==> src/rtl/luma_fir_8tap_if.sv <==
// luma_fir_8tap_if: tagged multi-flux FIFO read/write interfaces
// read_interface: per-flux data word and empty flag in, per-flux read strobe out.
// write_interface: one tagged din word and write strobe out, per-flux full flag in.
interface read_interface #(
    parameter int W    = 9,
    parameter int FLUX = 2
);
    logic [FLUX-1:0][W-1:0] data;
    logic [FLUX-1:0]        empty;
    logic [FLUX-1:0]        read;
    modport actor (input data, input empty, output read);
    modport fifo  (output data, output empty, input read);
endinterface

interface write_interface #(
    parameter int W    = 17,
    parameter int FLUX = 2
);
    logic [W-1:0]    din;
    logic            write;
    logic [FLUX-1:0] full;
    modport actor (output din, output write, input full);
    modport fifo  (input din, input write, output full);
endinterface

==> src/rtl/luma_fir_8tap.sv <==
// luma_fir_8tap: multi-flux 8-tap HEVC luma interpolation filter
// clk, rst            : clock, synchronous active-high reset
// read_port_c0..c7    : tagged signed 9-bit coefficients, one FIFO per tap
// read_port_sample    : tagged unsigned 8-bit reference samples
// write_port_out      : {tag, signed 16-bit filtered value}
module luma_fir_8tap #(
    parameter int FLUX      = 2,
    parameter int ROW_LEN   = 8,
    parameter int TAG_WIDTH = (FLUX > 1) ? $clog2(FLUX) : 1
) (
    input  logic          clk,
    input  logic          rst,
    read_interface.actor  read_port_c0,
    read_interface.actor  read_port_c1,
    read_interface.actor  read_port_c2,
    read_interface.actor  read_port_c3,
    read_interface.actor  read_port_c4,
    read_interface.actor  read_port_c5,
    read_interface.actor  read_port_c6,
    read_interface.actor  read_port_c7,
    read_interface.actor  read_port_sample,
    write_interface.actor write_port_out
);
    localparam int RW = (ROW_LEN > 1) ? $clog2(ROW_LEN) : 1;
    localparam int GW = (FLUX > 1) ? $clog2(FLUX) : 1;

    typedef enum logic [1:0] {LOAD, FILL, RUN} state_t;

    state_t                          st     [FLUX];
    state_t                          st_nxt [FLUX];
    logic [2:0]                      fill_cnt [FLUX];
    logic [RW-1:0]                   row_cnt  [FLUX];
    logic signed [8:0]               coef [FLUX][8];
    logic [7:0]                      hist [FLUX][7];
    logic [FLUX-1:0][TAG_WIDTH+8:0]  coef_data [8];
    logic [FLUX-1:0]                 coef_empty, rdy, coef_rd, smp_rd;
    logic                            any, wr;
    logic [GW-1:0]                   g;
    logic [7:0]                      smp;
    logic signed [17:0]              prod [8];
    logic signed [19:0]              acc;
    logic                            unused_bits;

    assign coef_data[0] = read_port_c0.data;
    assign coef_data[1] = read_port_c1.data;
    assign coef_data[2] = read_port_c2.data;
    assign coef_data[3] = read_port_c3.data;
    assign coef_data[4] = read_port_c4.data;
    assign coef_data[5] = read_port_c5.data;
    assign coef_data[6] = read_port_c6.data;
    assign coef_data[7] = read_port_c7.data;

    // a coefficient set is only available once every tap FIFO has a word
    assign coef_empty = read_port_c0.empty | read_port_c1.empty | read_port_c2.empty
                      | read_port_c3.empty | read_port_c4.empty | read_port_c5.empty
                      | read_port_c6.empty | read_port_c7.empty;

    assign read_port_c0.read     = coef_rd;
    assign read_port_c1.read     = coef_rd;
    assign read_port_c2.read     = coef_rd;
    assign read_port_c3.read     = coef_rd;
    assign read_port_c4.read     = coef_rd;
    assign read_port_c5.read     = coef_rd;
    assign read_port_c6.read     = coef_rd;
    assign read_port_c7.read     = coef_rd;
    assign read_port_sample.read = smp_rd;
    assign write_port_out.write  = wr;
    assign write_port_out.din    = wr ? {TAG_WIDTH'(g), acc[15:0]} : 'x;

    // tags are ignored on input: the port/flux index identifies the stream
    assign unused_bits = ^{read_port_sample.data, coef_data[0], coef_data[1], coef_data[2],
                           coef_data[3], coef_data[4], coef_data[5], coef_data[6],
                           coef_data[7], acc[19:16]};

    always_comb begin
        for (int i = 0; i < FLUX; i++)
            rdy[i] = st[i] == LOAD ? !coef_empty[i] :
                     st[i] == FILL ? !read_port_sample.empty[i] :
                     !read_port_sample.empty[i] && !write_port_out.full[i];
    end

    // descending scan so the lowest ready index wins
    always_comb begin
        any = 1'b0;
        g   = '0;
        for (int i = FLUX - 1; i >= 0; i--)
            if (rdy[i]) begin
                any = 1'b1;
                g   = GW'(i);
            end
    end

    always_ff @(posedge clk) begin
        for (int i = 0; i < FLUX; i++)
            st[i] <= rst ? LOAD : st_nxt[i];
    end

    always_comb begin
        for (int i = 0; i < FLUX; i++)
            st_nxt[i] = st[i];
        if (any)
            st_nxt[g] = st[g] == LOAD ? FILL :
                        st[g] == FILL ? (fill_cnt[g] == 3'd6 ? RUN : FILL) :
                        (row_cnt[g] == RW'(ROW_LEN - 1) ? LOAD : RUN);
    end

    always_comb begin
        coef_rd = '0;
        smp_rd  = '0;
        wr      = 1'b0;
        if (any && !rst) begin
            coef_rd[g] = st[g] == LOAD;
            smp_rd[g]  = st[g] != LOAD;
            wr         = st[g] != LOAD && st[g] != FILL;
        end
    end

    // window: h[0] (oldest) .. h[6], then the sample being read this cycle
    always_comb begin
        smp = read_port_sample.data[g][7:0];
        for (int j = 0; j < 7; j++)
            prod[j] = 18'(coef[g][j]) * 18'($signed({1'b0, hist[g][j]}));
        prod[7] = 18'(coef[g][7]) * 18'($signed({1'b0, smp}));
        acc = '0;
        for (int j = 0; j < 8; j++)
            acc = acc + 20'(prod[j]);
    end

    always_ff @(posedge clk) begin
        if (rst) begin
            for (int i = 0; i < FLUX; i++) begin
                fill_cnt[i] <= '0;
                row_cnt[i]  <= '0;
                for (int j = 0; j < 8; j++)
                    coef[i][j] <= '0;
                for (int j = 0; j < 7; j++)
                    hist[i][j] <= '0;
            end
        end else if (any) begin
            if (st[g] == LOAD) begin
                for (int j = 0; j < 8; j++)
                    coef[g][j] <= $signed(coef_data[j][g][8:0]);
                fill_cnt[g] <= '0;
            end else begin
                for (int j = 0; j < 6; j++)
                    hist[g][j] <= hist[g][j+1];
                hist[g][6] <= smp;
                if (st[g] == FILL) begin
                    fill_cnt[g] <= fill_cnt[g] + 3'd1;
                    if (fill_cnt[g] == 3'd6)
                        row_cnt[g] <= '0;
                end else begin
                    row_cnt[g] <= row_cnt[g] + RW'(1);
                end
            end
        end
    end
endmodule

==> src/flat_wrapper.sv <==
// flat-port wrapper written by rule: the top's interface ports become plain ports
module luma_fir_8tap_flat 
#(
    parameter int FLUX      = 2,
    parameter int ROW_LEN   = 8,
    parameter int TAG_WIDTH = (FLUX > 1) ? $clog2(FLUX) : 1
)
  (clk, rst, read_port_c0_data, read_port_c0_empty, read_port_c0_read, read_port_c1_data, read_port_c1_empty, read_port_c1_read, read_port_c2_data, read_port_c2_empty, read_port_c2_read, read_port_c3_data, read_port_c3_empty, read_port_c3_read, read_port_c4_data, read_port_c4_empty, read_port_c4_read, read_port_c5_data, read_port_c5_empty, read_port_c5_read, read_port_c6_data, read_port_c6_empty, read_port_c6_read, read_port_c7_data, read_port_c7_empty, read_port_c7_read, read_port_sample_data, read_port_sample_empty, read_port_sample_read, write_port_out_din, write_port_out_write, write_port_out_full);
  read_interface #(.W(10), .FLUX(FLUX)) read_port_c0_i ();
  read_interface #(.W(10), .FLUX(FLUX)) read_port_c1_i ();
  read_interface #(.W(10), .FLUX(FLUX)) read_port_c2_i ();
  read_interface #(.W(10), .FLUX(FLUX)) read_port_c3_i ();
  read_interface #(.W(10), .FLUX(FLUX)) read_port_c4_i ();
  read_interface #(.W(10), .FLUX(FLUX)) read_port_c5_i ();
  read_interface #(.W(10), .FLUX(FLUX)) read_port_c6_i ();
  read_interface #(.W(10), .FLUX(FLUX)) read_port_c7_i ();
  read_interface #(.W(9), .FLUX(FLUX)) read_port_sample_i ();
  write_interface #(.W(17), .FLUX(FLUX)) write_port_out_i ();
  input  logic clk;
  input  logic rst;
  input wire logic [$bits(read_port_c0_i.data)-1:0] read_port_c0_data;
  input wire logic [$bits(read_port_c0_i.empty)-1:0] read_port_c0_empty;
  output wire logic [$bits(read_port_c0_i.read)-1:0] read_port_c0_read;
  input wire logic [$bits(read_port_c1_i.data)-1:0] read_port_c1_data;
  input wire logic [$bits(read_port_c1_i.empty)-1:0] read_port_c1_empty;
  output wire logic [$bits(read_port_c1_i.read)-1:0] read_port_c1_read;
  input wire logic [$bits(read_port_c2_i.data)-1:0] read_port_c2_data;
  input wire logic [$bits(read_port_c2_i.empty)-1:0] read_port_c2_empty;
  output wire logic [$bits(read_port_c2_i.read)-1:0] read_port_c2_read;
  input wire logic [$bits(read_port_c3_i.data)-1:0] read_port_c3_data;
  input wire logic [$bits(read_port_c3_i.empty)-1:0] read_port_c3_empty;
  output wire logic [$bits(read_port_c3_i.read)-1:0] read_port_c3_read;
  input wire logic [$bits(read_port_c4_i.data)-1:0] read_port_c4_data;
  input wire logic [$bits(read_port_c4_i.empty)-1:0] read_port_c4_empty;
  output wire logic [$bits(read_port_c4_i.read)-1:0] read_port_c4_read;
  input wire logic [$bits(read_port_c5_i.data)-1:0] read_port_c5_data;
  input wire logic [$bits(read_port_c5_i.empty)-1:0] read_port_c5_empty;
  output wire logic [$bits(read_port_c5_i.read)-1:0] read_port_c5_read;
  input wire logic [$bits(read_port_c6_i.data)-1:0] read_port_c6_data;
  input wire logic [$bits(read_port_c6_i.empty)-1:0] read_port_c6_empty;
  output wire logic [$bits(read_port_c6_i.read)-1:0] read_port_c6_read;
  input wire logic [$bits(read_port_c7_i.data)-1:0] read_port_c7_data;
  input wire logic [$bits(read_port_c7_i.empty)-1:0] read_port_c7_empty;
  output wire logic [$bits(read_port_c7_i.read)-1:0] read_port_c7_read;
  input wire logic [$bits(read_port_sample_i.data)-1:0] read_port_sample_data;
  input wire logic [$bits(read_port_sample_i.empty)-1:0] read_port_sample_empty;
  output wire logic [$bits(read_port_sample_i.read)-1:0] read_port_sample_read;
  output wire logic [$bits(write_port_out_i.din)-1:0] write_port_out_din;
  output wire logic [$bits(write_port_out_i.write)-1:0] write_port_out_write;
  input wire logic [$bits(write_port_out_i.full)-1:0] write_port_out_full;
  assign read_port_c0_i.data = read_port_c0_data;
  assign read_port_c0_i.empty = read_port_c0_empty;
  assign read_port_c0_read = read_port_c0_i.read;
  assign read_port_c1_i.data = read_port_c1_data;
  assign read_port_c1_i.empty = read_port_c1_empty;
  assign read_port_c1_read = read_port_c1_i.read;
  assign read_port_c2_i.data = read_port_c2_data;
  assign read_port_c2_i.empty = read_port_c2_empty;
  assign read_port_c2_read = read_port_c2_i.read;
  assign read_port_c3_i.data = read_port_c3_data;
  assign read_port_c3_i.empty = read_port_c3_empty;
  assign read_port_c3_read = read_port_c3_i.read;
  assign read_port_c4_i.data = read_port_c4_data;
  assign read_port_c4_i.empty = read_port_c4_empty;
  assign read_port_c4_read = read_port_c4_i.read;
  assign read_port_c5_i.data = read_port_c5_data;
  assign read_port_c5_i.empty = read_port_c5_empty;
  assign read_port_c5_read = read_port_c5_i.read;
  assign read_port_c6_i.data = read_port_c6_data;
  assign read_port_c6_i.empty = read_port_c6_empty;
  assign read_port_c6_read = read_port_c6_i.read;
  assign read_port_c7_i.data = read_port_c7_data;
  assign read_port_c7_i.empty = read_port_c7_empty;
  assign read_port_c7_read = read_port_c7_i.read;
  assign read_port_sample_i.data = read_port_sample_data;
  assign read_port_sample_i.empty = read_port_sample_empty;
  assign read_port_sample_read = read_port_sample_i.read;
  assign write_port_out_din = write_port_out_i.din;
  assign write_port_out_write = write_port_out_i.write;
  assign write_port_out_i.full = write_port_out_full;
  luma_fir_8tap #(.FLUX(FLUX), .ROW_LEN(ROW_LEN), .TAG_WIDTH(TAG_WIDTH)) u_core (.clk(clk), .rst(rst), .read_port_c0(read_port_c0_i), .read_port_c1(read_port_c1_i), .read_port_c2(read_port_c2_i), .read_port_c3(read_port_c3_i), .read_port_c4(read_port_c4_i), .read_port_c5(read_port_c5_i), .read_port_c6(read_port_c6_i), .read_port_c7(read_port_c7_i), .read_port_sample(read_port_sample_i), .write_port_out(write_port_out_i));
endmodule
==> config.mk <==
export PLATFORM = sky130hd
export DESIGN_NAME = luma_fir_8tap_flat
export DESIGN_NICKNAME = d
export VERILOG_FILES = /design/src/rtl/luma_fir_8tap_if.sv /design/src/rtl/luma_fir_8tap.sv /design/src/flat_wrapper.sv
export SDC_FILE = /design/constraint.sdc
export NUM_CORES = 2
export LEC_CHECK = 0
export CORE_MARGIN = 3
export CORE_UTILIZATION = 57
export CTS_BUF_LIST = sky130_fd_sc_hd__clkbuf_16
export DETAILED_ROUTE_END_ITERATION = 10
export PLACE_DENSITY_LB_ADDON = 0.3
export RECOVER_POWER = 50
export SLEW_MARGIN = 0
export SYNTH_ARGS = -nofsm -noshare
export SYNTH_HDL_FRONTEND = slang
export SYNTH_SLANG_ARGS = --single-unit
export TNS_END_PERCENT = 100
==> constraint.sdc <==
create_clock -name clk -period 13.48 [get_ports clk]
set_input_delay 2.696 -clock clk [delete_from_list [all_inputs] [get_ports clk]]
set_output_delay 2.696 -clock clk [all_outputs]
set_load 0.005 [all_outputs]
== Word-level counts from Yosys, hierarchy flattened ==
Memory sizes are Yosys's and may differ from the RTL's.
Cells that the tools add are included.

* Add/sub/neg operators: 9
* $mul: 8
* Order comparisons: 4
* Eq/ne operators: 6
* Muxes and demuxes: 81
* Bitwise operators: 12
* Reductions and logical operators: 21

{| class="wikitable"
|+ Operators by type and width
! cell !! count
|-
| 9-bit 2-to-1 mux || 16
|-
| 9-bit by 9-bit multiplier with 16-bit output || 8
|-
| 16-bit adder || 7
|-
| 72-bit 2-to-1 mux || 1
|-
| 72-bit OR reduction || 1
|-
| 56-bit 2-to-1 mux || 1
|-
| 56-bit OR reduction || 1
|-
| 1-bit 2-to-1 mux || 43
|-
| 2-bit 2-to-1 mux || 9
|-
| 17-bit 2-to-1 mux || 1
|-
| 8-bit 2-to-1 mux || 2
|-
| 2-bit OR || 7
|-
| 3-bit 2-to-1 mux || 4
|-
| 1-bit zero test || 7
|-
| 3-bit by 1-bit adder with 3-bit output (second input constant) || 2
|-
| 2-bit by 1-bit equality test with 1-bit output (second input constant) || 3
|-
| 3-bit equality test (second input constant) || 2
|-
| 1-bit logical AND || 6
|-
| 2-bit zero test || 3
|-
| 3-bit OR reduction || 2
|-
| 2-bit AND || 2
|-
| 4-bit bitwise mux || 1
|-
| 4-bit 2-to-1 mux || 1
|-
| 2-bit demux with 1-bit select || 1
|-
| other kinds (9) || 10
|}

* Flip-flop bits (word level): 0
* Memory bits (writable): 272
* Bits of input ports: 200
* Output and inout bits: 36
* Word-level logic and storage cells: 146
* Memories: 5

{| class="wikitable"
|+ Memory list
! memory !! depth !! width !! read ports !! clocked after Yosys merged registers in !! wr ports !! line !! RTL
|-
| u_core.coef || 2 || 72 || 1 || 0 || 2 || luma_fir_8tap.sv:33 || <nowiki>logic signed [8:0] coef [FLUX][8];</nowiki>
|-
| u_core.hist || 2 || 56 || 1 || 0 || 2 || luma_fir_8tap.sv:34 || <nowiki>logic [7:0] hist [FLUX][7];</nowiki>
|-
| u_core.fill_cnt || 2 || 3 || 1 || 0 || 2 || luma_fir_8tap.sv:31 || <nowiki>logic [2:0] fill_cnt [FLUX];</nowiki>
|-
| u_core.row_cnt || 2 || 3 || 1 || 0 || 2 || luma_fir_8tap.sv:32 || <nowiki>logic [RW-1:0] row_cnt [FLUX];</nowiki>
|-
| u_core.st || 2 || 2 || 3 || 0 || 2 || luma_fir_8tap.sv:29 || <nowiki>state_t st [FLUX];</nowiki>
|}

== Longest topological paths before layout ==
An unclocked memory read counts as a cell.

* Depth in word-level cells: 22
* Mapped depth: 38
* Depth with buffers taken out: 35

== Least setup slack after synthesis ==
No wires, ideal clock.

* Path type: input port to output port
* Start: input port read_port_c1_empty[1]
* End: output port write_port_out_din[13]
* Data arrival time: 11339 ps
* Required time: 10784 ps
* Path slack: -555 ps
* Stages: 32
* Buffers on the path: 4
* Path through: or4_1 -> o31ai_1 -> o21ai_1 -> or2_1 -> buf_6 -> clkbuf_1 -> clkbuf_1 -> clkbuf_1 -> a31oi_1 -> fa_1 -> fa_1 -> inv_1 -> fa_1 -> fa_1 -> fa_1 -> fa_1 -> fa_1 -> fa_1 -> fa_1 -> inv_1 -> fa_1 -> inv_1 -> ha_1 -> a21o_1 -> a21oi_1 -> o21bai_1 -> a31o_2 -> a21oi_1 -> nor2b_1 -> o21ai_0 -> nor2b_1 -> xnor2_1

* Cells in the longest elaborated chain, start to end: 21
* Elaborated cells between the ends (all ways): 31
* Classes of those cells: 7 x add/sub; 8 x mul; 6 x mux; 7 x bitwise; 1 x reduce/logical; 2 x memory

{| class="wikitable"
|+ Ends and longest elaborated chain
! element !! line !! RTL
|-
| start: declaration || flat_wrapper.sv:25 || <nowiki>input wire logic [$bits(read_port_c1_i.empty)-1:0] read_port_c1_empty;</nowiki>
|-
| 2-bit OR * (2 in series) || luma_fir_8tap.sv:54 || <nowiki>assign coef_empty = read_port_c0.empty | read_port_c1.empty | read_port_c2.empty</nowiki>
|-
| 2-bit OR * (3 in series) || luma_fir_8tap.sv:55 || <nowiki>| read_port_c3.empty | read_port_c4.empty | read_port_c5.empty</nowiki>
|-
| 2-bit OR * (2 in series) || luma_fir_8tap.sv:56 || <nowiki>| read_port_c6.empty | read_port_c7.empty;</nowiki>
|-
| 1-bit zero test * || luma_fir_8tap.sv:77 || <nowiki>rdy[i] = st[i] == LOAD ? !coef_empty[i] :</nowiki>
|-
| 1-bit 2-to-1 mux * || luma_fir_8tap.sv:77 ||
|-
| 1-bit 2-to-1 mux * (2 in series) || luma_fir_8tap.sv:87 || <nowiki>if (rdy[i]) begin</nowiki>
|-
| memory 2 x 72 bit or memory 2 x 56 bit (tied branches) || -- ||
|-
| 9-bit by 9-bit multiplier with 16-bit output || luma_fir_8tap.sv:122 || <nowiki>prod[j] = 18'(coef[g][j]) * 18'($signed({1'b0, hist[g][j]}));</nowiki>
|-
| 16-bit adder (6 in series) || luma_fir_8tap.sv:126 || <nowiki>acc = acc + 20'(prod[j]);</nowiki>
|-
| 16-bit adder * || luma_fir_8tap.sv:126 ||
|-
| 17-bit 2-to-1 mux * || luma_fir_8tap.sv:68 || <nowiki>assign write_port_out.din = wr ? {TAG_WIDTH'(g), acc[15:0]} : 'x;</nowiki>
|-
| end: declaration || flat_wrapper.sv:48 || <nowiki>output wire logic [$bits(write_port_out_i.din)-1:0] write_port_out_din;</nowiki>
|}

Mark *: on every way between the ends. The rest lies on a longest branch, timed or not. The select of a mux whose other input is x is not followed.

== Final worst setup path ==
* Start: input port read_port_c4_empty[1]
* End: output port write_port_out_din[14]

* Cells in the longest elaborated chain, start to end: 18
* Elaborated cells between the ends (all ways): 28
* Classes of those cells: 7 x add/sub; 8 x mul; 6 x mux; 4 x bitwise; 1 x reduce/logical; 2 x memory

{| class="wikitable"
|+ Ends and longest elaborated chain
! element !! line !! RTL
|-
| start: declaration || flat_wrapper.sv:34 || <nowiki>input wire logic [$bits(read_port_c4_i.empty)-1:0] read_port_c4_empty;</nowiki>
|-
| 2-bit OR * (2 in series) || luma_fir_8tap.sv:55 ||
|-
| 2-bit OR * (2 in series) || luma_fir_8tap.sv:56 ||
|-
| 1-bit zero test * || luma_fir_8tap.sv:77 ||
|-
| 1-bit 2-to-1 mux * || luma_fir_8tap.sv:77 ||
|-
| 1-bit 2-to-1 mux * (2 in series) || luma_fir_8tap.sv:87 ||
|-
| memory 2 x 72 bit or memory 2 x 56 bit (tied branches) || -- ||
|-
| 9-bit by 9-bit multiplier with 16-bit output || luma_fir_8tap.sv:122 ||
|-
| 16-bit adder (6 in series) || luma_fir_8tap.sv:126 ||
|-
| 16-bit adder * || luma_fir_8tap.sv:126 ||
|-
| 17-bit 2-to-1 mux * || luma_fir_8tap.sv:68 ||
|}

Marks and branches as above.

==> impl_metrics.env <==
export IMPL_area_delta_synth_final_pct=15.2
export IMPL_maxCapViolations=1
export IMPL_yosys_area_top_type="fa_1"
export IMPL_synth_edf_count=268
export IMPL_io_pins=236
export IMPL_cpMaxStageDelayCell="fa_2"
export IMPL_hold_violations=0
export IMPL_fmax_mhz=67.9
export IMPL_cts_max_path_buffers=3
export IMPL_ant_nets=0
export IMPL_yosysSeqAreaShare=0.212
export IMPL_synth_avg_cell_area_sq_um=8.79
export IMPL_final_cell_mix="nand3_1, nand2_1, inv_1"
export IMPL_synth_nets=5371
export IMPL_worst_setup_path_start_kind="primary input"
export IMPL_postLayoutCoreUtil=0.668
export IMPL_netlist_area_sq_mm=0.0384
export IMPL_wirelength_mm=120
export IMPL_ys_ff_latch=272
export IMPL_drive_gt1_frac=0.101
export IMPL_violations="capacitance limit, slew limit, setup timing"
export IMPL_row_count=94
export IMPL_setup_slack_ns=-1.25
export IMPL_grt_overflow_total=0
export IMPL_syn_instance_count=4366
export IMPL_cts_buffers=35
export IMPL_cts_tree="built"
export IMPL_numPlacedInstances=5262
export IMPL_hold_buffers=0
export IMPL_routed_via_count=32700
export IMPL_drv_slew=50
export IMPL_grt_pass1_vias=32400
export IMPL_finalClockSkew_ns=0.0200
export IMPL_synth_async_reset_ratio=0
export IMPL_period_needed_ns=14.73
export IMPL_yosysWarningCount=0
export IMPL_grt_pass1_wl_mm=188
export IMPL_worstSetupPathType="in -> out"
export IMPL_maxSlewHeadroom=-0.219
export IMPL_arrival_ns=12.03
export IMPL_core_sq_mm=0.0662
export IMPL_gp_congestion=0.972
export IMPL_ys_top_cells_by_area="fa_1, edfxtp_1, nand3_1"
export IMPL_clkSlewWorstSetupHoldPaths_ns=0.06
export IMPL_dp_worst_setup_slack_ns=-1.74
export IMPL_first_pass_iters=8
export IMPL_n_antenna_cell=0
export IMPL_cts_root_buf="clkbuf_16"
export IMPL_min_path_type="reg -> reg"
export IMPL_cp_required_ns=10.78
export IMPL_io_buffers=217
export IMPL_yosysUniqueCellTypes=45
export IMPL_tightestPinTransition_ns=1.83
export IMPL_start_util=0.580
export IMPL_fin_cells=5357
export IMPL_cts_htree_levels=2
export IMPL_clkSinkCount=272
export IMPL_grt_max_degree=64
export IMPL_die_height_microns=266
export IMPL_drtIter0Drc=4222
export IMPL_grt_antenna_before_repair=1
export IMPL_die_w_microns=266
export IMPL_worstPathMaxFanout=5
export IMPL_die_area_sq_mm=0.0705
export IMPL_synth_top_area_frac=0.313
export IMPL_viasPerCell=6.10
export IMPL_drcViolationCount=0
export IMPL_nets=5471
export IMPL_rsz0062_at_grt="yes"
export IMPL_worst_setup_path_end_kind="primary output"
export IMPL_outcome="finished, violations left"
export IMPL_final_common_cell="nand3_1"
export IMPL_clock_latency_ns=0.58
export IMPL_setup_violations=12
export IMPL_yosys_most_used_dff="edfxtp_1"
export IMPL_wl_per_cell_microns=22.3
export IMPL_post_dp_hpwl_mm=91.8
export IMPL_grt_usage=0.343
export IMPL_max_stage_delay_ns=0.65
export IMPL_post_route_period_util=1.09
registers in the layout (all words and copies together), names as in the netlist:
| register | flops |
|---|---|
| u_core.coef | 144 |
| u_core.hist | 112 |
| u_core.fill_cnt | 6 |
| u_core.row_cnt | 6 |
| u_core.st | 4 |
worst max-delay path, delay by kind of cell:
family	cells	cell delay, ns
adder cells (fa/ha/maj)	11	5.63
buffers and inverters	9	0.88
AO/OA/AOI/OAI	10	1.58
AND/OR/NAND/NOR	3	1.07
XOR/XNOR	1	0.16
repair_timing:
item	4_1_cts	5_1_grt
pin swaps	7	58
endpoints found under the setup margin	12	12
resized for setup	71	86
gates cloned	4	3
buffers inserted	16	13
logic make-up after synthesis:
family,Yosys count,synth area share
buffers and inverters,1029,0.105
and+or+nand+nor,1791,0.222
adders and majority gates,805,0.380
xor gates and xnor gates,110,0.0255
AOI/OAI and AO/OA,350,0.0536
muxes,9,0.00248
DFF,272,0.212
worst paths after layout:
kind	depth (start not counted)	slack, ns	from	to
worst min register to register	1	0.57	u_core.row_cnt[1][0]	u_core.row_cnt[1][0]
worst max register to register	15	8.40	u_core.st[1][0]	u_core.coef[1][48]
worst max-delay path	34	-1.25	read_port_c4_empty[1]	write_port_out_din[14]
worst min-delay path	1	0.57	u_core.row_cnt[1][0]	u_core.row_cnt[1][0]
cells in the mapped netlist (3+ instances only):
cell and n:
dfxtp_1 4, o21a_1 22, nand3_1 753, nor2_1 25, or2_2 9, a21o_1 3
or4_1 3, nand2_1 665, inv_1 602, edfxtp_1 268, clkbuf_1 241, ha_1 205
a31oi_1 170, buf_2 62, a21oi_1 131, mux2i_1 7, o21ai_0 11, o21bai_1 5
buf_1 98, nor2b_1 6, and2_1 5, and3_1 314, xor2_1 26, clkbuf_2 9
xnor2_1 83, buf_4 15, nor3_1 4, fa_1 600
final cells by class:
class,instances,area (sq um)
multi-input cells,3066,26800
fillers,5225,22000
inverters,603,2290
clock buffers,35,876
repair inverters,3,66.3
repair buffers,485,4630
flip-flops and latches,272,8130
clock inverters,29,379
well taps,864,1080
stage by stage:
step | TNS (ns) | hold slack (ns) | area (sq um)
global placement | -11.89 | 0.546 | 42300
detailed placement | -13.04 | 0.551 | 42300
floorplan | -0.365 | 0.504 | 38900
finish | -8.04 | 0.567 | 44200
CTS | -8.52 | 0.560 | 43800
global route | -10.11 | 0.582 | 44200
routing by layer:
layer	GRT usage	part of all wire	wire [microns]
met5	0	0.00011	13
met4	0.124	0.044	5310
met3	0.0647	0.12	14100
met2	0.540	0.46	55100
met1	0.479	0.38	45200
Power is not shown: default switching activity piles up to over one toggle a cycle in this logic, so the estimate is an artifact.
